===== src/rtl/uart_defs_pkg.sv =====
// Shared UART definitions: receiver/transmitter state encodings, parity modes
// and parameter legality checks.
package uart_defs_pkg;

    typedef enum logic [2:0] {
        ST_IDLE   = 3'd0,
        ST_START  = 3'd1,
        ST_DATA   = 3'd2,
        ST_PARITY = 3'd3,
        ST_STOP   = 3'd4
    } uart_state_e;

    localparam logic PAR_EVEN = 1'b0;
    localparam logic PAR_ODD  = 1'b1;

    localparam int OVERSAMPLE_MIN = 4;
    localparam int OVERSAMPLE_MAX = 64;
    localparam int DATA_BITS_MIN  = 5;
    localparam int DATA_BITS_MAX  = 8;

    function automatic bit oversample_ok(input int os);
        return (os >= OVERSAMPLE_MIN) && (os <= OVERSAMPLE_MAX) && ((os % 2) == 0);
    endfunction

    function automatic bit data_bits_ok(input int db);
        return (db >= DATA_BITS_MIN) && (db <= DATA_BITS_MAX);
    endfunction

    function automatic bit stop_bits_ok(input int sb);
        return (sb == 1) || (sb == 2);
    endfunction

endpackage


===== src/rtl/uart_sync2.sv =====
// Two-flop synchronizer for a single asynchronous input; both flops reset to
// RST_VAL so the output never shows a spurious edge out of reset.
module uart_sync2 #(
    parameter logic RST_VAL = 1'b0
) (
    input  logic clk,
    input  logic rst_n,
    input  logic d,
    output logic q
);

    logic [1:0] ff_q;
    logic [1:0] ff_d;

    always_comb begin
        ff_d = {ff_q[0], d};
    end

    always_ff @(posedge clk or negedge rst_n) begin
        if (!rst_n) ff_q <= {2{RST_VAL}};
        else        ff_q <= ff_d;
    end

    assign q = ff_q[1];

endmodule


===== src/rtl/uart_rx_os.sv =====
// Oversampling UART receiver: mid-bit sampling on sample_tick, optional parity,
// 1 or 2 stop bits, valid/ready output with framing/parity/overrun flags.
module uart_rx_os
    import uart_defs_pkg::*;
#(
    parameter int DATA_BITS  = 8,
    parameter int OVERSAMPLE = 16,
    parameter int PARITY_EN  = 0,
    parameter int PARITY_ODD = 0,
    parameter int STOP_BITS  = 1
) (
    input  logic                 clk,
    input  logic                 rst_n,
    input  logic                 sample_tick,
    input  logic                 rx_in,
    output logic [DATA_BITS-1:0] rx_data,
    output logic                 rx_valid,
    input  logic                 rx_ready,
    output logic                 frame_err,
    output logic                 parity_err,
    output logic                 overrun
);

    localparam int TW = $clog2(OVERSAMPLE);
    localparam int BW = $clog2(DATA_BITS);
    localparam logic [TW-1:0] TICK_MID  = TW'(OVERSAMPLE / 2 - 1);
    localparam logic [TW-1:0] TICK_LAST = TW'(OVERSAMPLE - 1);
    localparam logic [BW-1:0] BIT_LAST  = BW'(DATA_BITS - 1);
    localparam logic          STOP_LAST = 1'(STOP_BITS - 1);
    localparam logic          PAR_MODE  = (PARITY_ODD != 0) ? PAR_ODD : PAR_EVEN;

    if (!oversample_ok(OVERSAMPLE)) begin : g_bad_os
        $error("uart_rx_os: OVERSAMPLE must be even and in 4..64");
    end
    if (!data_bits_ok(DATA_BITS)) begin : g_bad_db
        $error("uart_rx_os: DATA_BITS must be in 5..8");
    end
    if (!stop_bits_ok(STOP_BITS)) begin : g_bad_sb
        $error("uart_rx_os: STOP_BITS must be 1 or 2");
    end

    logic rxs;

    uart_sync2 #(.RST_VAL(1'b1)) u_sync (
        .clk   (clk),
        .rst_n (rst_n),
        .d     (rx_in),
        .q     (rxs)
    );

    uart_state_e          state_q, state_d;
    logic [TW-1:0]        tick_q, tick_d;
    logic [BW-1:0]        bit_q, bit_d;
    logic                 stop_q, stop_d;
    logic [DATA_BITS-1:0] shift_q, shift_d;
    logic                 perr_q, perr_d;
    logic                 ferr_q, ferr_d;
    logic                 commit;

    logic [DATA_BITS-1:0] rx_data_q, rx_data_d;
    logic                 rx_valid_q, rx_valid_d;
    logic                 frame_err_q, frame_err_d;
    logic                 parity_err_q, parity_err_d;
    logic                 overrun_q, overrun_d;

    // Frame FSM: every decision happens on a tick; mid-bit sample points sit
    // OVERSAMPLE/2 ticks after the detected falling edge, then every OVERSAMPLE.
    always_comb begin
        state_d = state_q;
        tick_d  = tick_q;
        bit_d   = bit_q;
        stop_d  = stop_q;
        shift_d = shift_q;
        perr_d  = perr_q;
        ferr_d  = ferr_q;
        commit  = 1'b0;
        if (sample_tick) begin
            unique case (state_q)
                ST_IDLE: begin
                    if (!rxs) begin
                        state_d = ST_START;
                        tick_d  = '0;
                    end
                end
                ST_START: begin
                    if (tick_q == TICK_MID) begin
                        tick_d = '0;
                        if (rxs) begin
                            state_d = ST_IDLE;
                        end else begin
                            state_d = ST_DATA;
                            bit_d   = '0;
                            stop_d  = 1'b0;
                            perr_d  = 1'b0;
                            ferr_d  = 1'b0;
                        end
                    end else begin
                        tick_d = tick_q + 1'b1;
                    end
                end
                ST_DATA, ST_PARITY, ST_STOP: begin
                    if (tick_q != TICK_LAST) begin
                        tick_d = tick_q + 1'b1;
                    end else begin
                        tick_d = '0;
                        if (state_q == ST_DATA) begin
                            shift_d[bit_q] = rxs;
                            if (bit_q == BIT_LAST)
                                state_d = (PARITY_EN != 0) ? ST_PARITY : ST_STOP;
                            else
                                bit_d = bit_q + 1'b1;
                        end else if (state_q == ST_PARITY) begin
                            perr_d  = ((^shift_q) ^ rxs) != PAR_MODE;
                            state_d = ST_STOP;
                        end else begin
                            if (!rxs) ferr_d = 1'b1;
                            // Commit at the last stop mid-sample so a following
                            // start bit in the stop bit's second half is caught.
                            if (stop_q == STOP_LAST) begin
                                commit  = 1'b1;
                                state_d = ST_IDLE;
                            end else begin
                                stop_d = 1'b1;
                            end
                        end
                    end
                end
                default: state_d = ST_IDLE;
            endcase
        end
    end

    always_comb begin
        rx_data_d    = rx_data_q;
        rx_valid_d   = rx_valid_q;
        frame_err_d  = frame_err_q;
        parity_err_d = parity_err_q;
        overrun_d    = 1'b0;
        if (commit) begin
            if (!rx_valid_q || rx_ready) begin
                rx_data_d    = shift_q;
                rx_valid_d   = 1'b1;
                frame_err_d  = ferr_d;
                parity_err_d = perr_q;
            end else begin
                overrun_d = 1'b1;
            end
        end else if (rx_valid_q && rx_ready) begin
            rx_valid_d = 1'b0;
        end
    end

    always_ff @(posedge clk or negedge rst_n) begin
        if (!rst_n) begin
            state_q      <= ST_IDLE;
            tick_q       <= '0;
            bit_q        <= '0;
            stop_q       <= 1'b0;
            shift_q      <= '0;
            perr_q       <= 1'b0;
            ferr_q       <= 1'b0;
            rx_data_q    <= '0;
            rx_valid_q   <= 1'b0;
            frame_err_q  <= 1'b0;
            parity_err_q <= 1'b0;
            overrun_q    <= 1'b0;
        end else begin
            state_q      <= state_d;
            tick_q       <= tick_d;
            bit_q        <= bit_d;
            stop_q       <= stop_d;
            shift_q      <= shift_d;
            perr_q       <= perr_d;
            ferr_q       <= ferr_d;
            rx_data_q    <= rx_data_d;
            rx_valid_q   <= rx_valid_d;
            frame_err_q  <= frame_err_d;
            parity_err_q <= parity_err_d;
            overrun_q    <= overrun_d;
        end
    end

    assign rx_data    = rx_data_q;
    assign rx_valid   = rx_valid_q;
    assign frame_err  = frame_err_q;
    assign parity_err = parity_err_q;
    assign overrun    = overrun_q;

endmodule


===== config.mk =====
export PLATFORM = sky130hd
export DESIGN_NAME = uart_rx_os
export DESIGN_NICKNAME = d
export VERILOG_FILES = /design/src/rtl/uart_defs_pkg.sv /design/src/rtl/uart_sync2.sv /design/src/rtl/uart_rx_os.sv
export SDC_FILE = /design/constraint.sdc
export NUM_CORES = 1
export LEC_CHECK = 0
export CELL_PAD_IN_SITES_DETAIL_PLACEMENT = 1
export CELL_PAD_IN_SITES_GLOBAL_PLACEMENT = 1
export CORE_ASPECT_RATIO = 1.2
export CORE_UTILIZATION = 48
export CTS_CLUSTER_DIAMETER = 40
export DETAILED_ROUTE_END_ITERATION = 12
export HOLD_SLACK_MARGIN = 0.08
export PLACE_DENSITY_LB_ADDON = 0.2
export SLEW_MARGIN = 30
export SYNTH_ARGS = -nofsm -noshare
export SYNTH_HDL_FRONTEND = slang
export SYNTH_SLANG_ARGS = --single-unit

===== constraint.sdc =====
create_clock -name clk -period 4.7 [get_ports clk]
set_input_delay 1.41 -clock clk [delete_from_list [all_inputs] [get_ports clk]]
set_output_delay 1.41 -clock clk [all_outputs]
set_load 0.02 [all_outputs]

==> run metrics <==
failing checks design-rule violations; Layout area overhead 16.2%; Cells after DPL around 200; clock transition at the registers of the reported paths 0.06 ns; CP Capture Type register; final worst slack 1.77 ns; # rows 23; I/O pin cnt 17; Mapped Cells approximately 150; Final nets 175; XOR/XNOR Fraction of Synth Area 0.0435; post-route ant nets 0; Total GRT Usage 0.213; minimum clock period roughly 3 ns; setup TNS 0 ns; period utilization 0.623; Via density roughly 5.8; complex-gate fraction of the synthesized area 0.0798; Final Core Density 0.591; First-pass DRT Iterations 8; # diodes 0; gr ovfl total 0; post-synthesis sequential area ratio 0.495; largest net degree at the start of global routing 35; main combinational cell family by area after synthesis simple AND/OR/NAND/NOR gates; WL per Instance between 15 and 20 um; gpl congestion roughly 0.81; main flop type after synthesis dfrtp_1; Slew headroom 0.634; critical path class input pin to register; first-pass GRT wire length 6050 um; status finished with violations; max_cap viols 0; Mapped Nets approximately 160; Residual DRC 4; non-filler cells, final 205; total number of vias between 1000 and 1500; Initial Utilization 0.508; synthesized flop and latch total 34; # H-tree levels 2; FFs w/ async S/R, synth 1.00; RSZ-0062 raised after global routing no; I/O Buffers 16; Syn Area/Cell between 10 and 15 um^2; Slew Limit Fails 0; core area 3400 um^2; post-CTS setup buffer count 0; Slew @ Worst Pin 0.548 ns; Synth Area in Simple Gates 0.201; multiplexer area fraction after synthesis 0.139; final clock skew approximately 0.0031 ns; CP Launch Type input pin; synth warn 0; clock latency on the worst-skew pair 0.28 ns; critical path data arrival time a little over 3 ns; Iteration-0 DRC Markers 34; cts bufs inserted 5; Tot Pwr between 0.8 and 0.9 mW; CTS tree done; DIE WIDTH approximately 57 um; VDD IR-drop max 261 uV; Final Hold Vio Count 0; CTS Buffer Depth 2; CP max FO 11; post-synthesis adder-cell area fraction 0.0218; CTS resizes 0; Placement Setup Slack about 1.5 ns; final wirelength between 3000 and 4000 um; setup violators final 0; Die H about 68 um; Root Buffer clkbuf_8; hold_buf cts 0; hpwl dp ~2500 um; clock sink count 34; number of flops mapped to enable cells by yosys 0; antenna violations before repair 0; Unique masters post-synth 45; P_leak 0.945 nW; share of cells above drive strength 1 0.167; P per Cell Area ~420 nW/um^2; worst min path class register to register; CP required 4.86 ns; die area 3840 um^2; Post-Syn Area between 1500 and 2000 um^2; maximum clock rate roughly 0.34 GHz; vias in the first global route ~1300
-- path summary, 6_finish.rpt --
kind	from	endpoint	slack [ns]	cells past startpoint
worst max register to register	tick_q[0]	rx_data[7]	2.69	4
worst min register to register	u_sync.ff_q[0]	u_sync.ff_q[1]	0.36	0
worst min-delay path	u_sync.ff_q[0]	u_sync.ff_q[1]	0.36	0
min in group asynchronous	rst_n	rx_data[4]	1.53	2
max in group asynchronous	rst_n	u_sync.ff_q[1]	2.83	2
worst max-delay path	sample_tick	rx_data[7]	1.77	4
-- synth_stat cells (2+ instances only) --
cell type	count	area [um^2]
ha_1	3	37.5
nand3_1	3	15.0
mux2i_1	3	30.0
mux2_1	10	113
o21ai_0	3	15.0
a211oi_1	2	15.0
dfstp_2	2	52.6
nor3b_1	3	22.5
xor2_1	2	17.5
o21ai_1	3	15.0
nand4_1	3	18.8
nor3_1	2	10.0
inv_1	3	11.3
nand2b_1	2	12.5
a21oi_1	3	15.0
dfrtp_1	32	801
xnor2_1	4	35.0
nor2_1	9	33.8
a21o_1	3	22.5
nand3_2	3	30.0
mux2_4	2	30.0
nand2_1	14	52.6
mux2_2	6	67.6
nor4_4	2	42.5
or2_2	2	12.5
nor2b_1	4	25.0
-- report_power, final --
| part | internal (mW) | leakage [nW] | switching, mW |
|---|---|---|---|
| Sequential | 0.331 | 0.450 | 0.0786 |
| Clock | 0.119 | 0.0455 | 0.101 |
| Combinational | 0.103 | 0.450 | 0.111 |
| Total | 0.553 | 0.945 | 0.290 |
-- cell usage in the layout (no fill, tap or decap), types with 4 or more instances in the layout --
master and count:
dfrtp_1 32, clkdlybuf4s50_1 16, nand2_1 14, mux2_1 10
nor2_1 9, mux2_2 6, clkbuf_8 6, nor2b_1 4
xnor2_1 4
-- state kept, by name, indices dropped and copies added (netlist names) --
register / flops
state_q: 3
bit_q: 3
perr_q: 1
rx_valid: 1
u_sync.ff_q: 2
parity_err: 1
shift_q: 8
ferr_q: 1
rx_data: 8
tick_q: 4
frame_err: 1
overrun: 1
-- layer usage --
layer / share of wire / track usage / vias up / wire length [um]
met3: 0.027 / 0.0479 / 10 / 92
li1: - / - / 562 / -
met1: 0.40 / 0.230 / 602 / 1370
met2: 0.54 / 0.388 / 20 / 1830
met5: 0 / 0 / - / 0
met4: 0.029 / 0.116 / 0 / 99
-- critical path, cell delays in order --
cell,delay (ns)
clkdlybuf4s50_1,0.56
and2_1,0.17
nand4_1,0.45
mux2_1,0.50
-- per-stage QoR --
stage	area [um^2]	hold slack, ns
after global routing	2010	0.371
final	2010	0.364
after detailed placement	1920	0.355
after CTS	2010	0.364
after global placement	1920	0.347
after floorplan	1730	0.345
-- area by class of cell --
cell class | instances | area (um^2)
Tap cell | 37 | 46.3
Inverter | 3 | 11.3
Timing Repair Buffer | 17 | 168
Sequential cell | 34 | 853
Clock buffer | 8 | 90.1
Fill cell | 365 | 1390
Multi-Input combinational cell | 106 | 837
-- kinds of logic after synthesis --
kind of cell    count (synthesis)
simple gates                   55
flops                          34
mux                            21
compound gates                 20
xor+xnor                        7
buf+inv                         7
fa+ha+maj                       3
No activity file was read; power rests on OpenSTA's default activity.
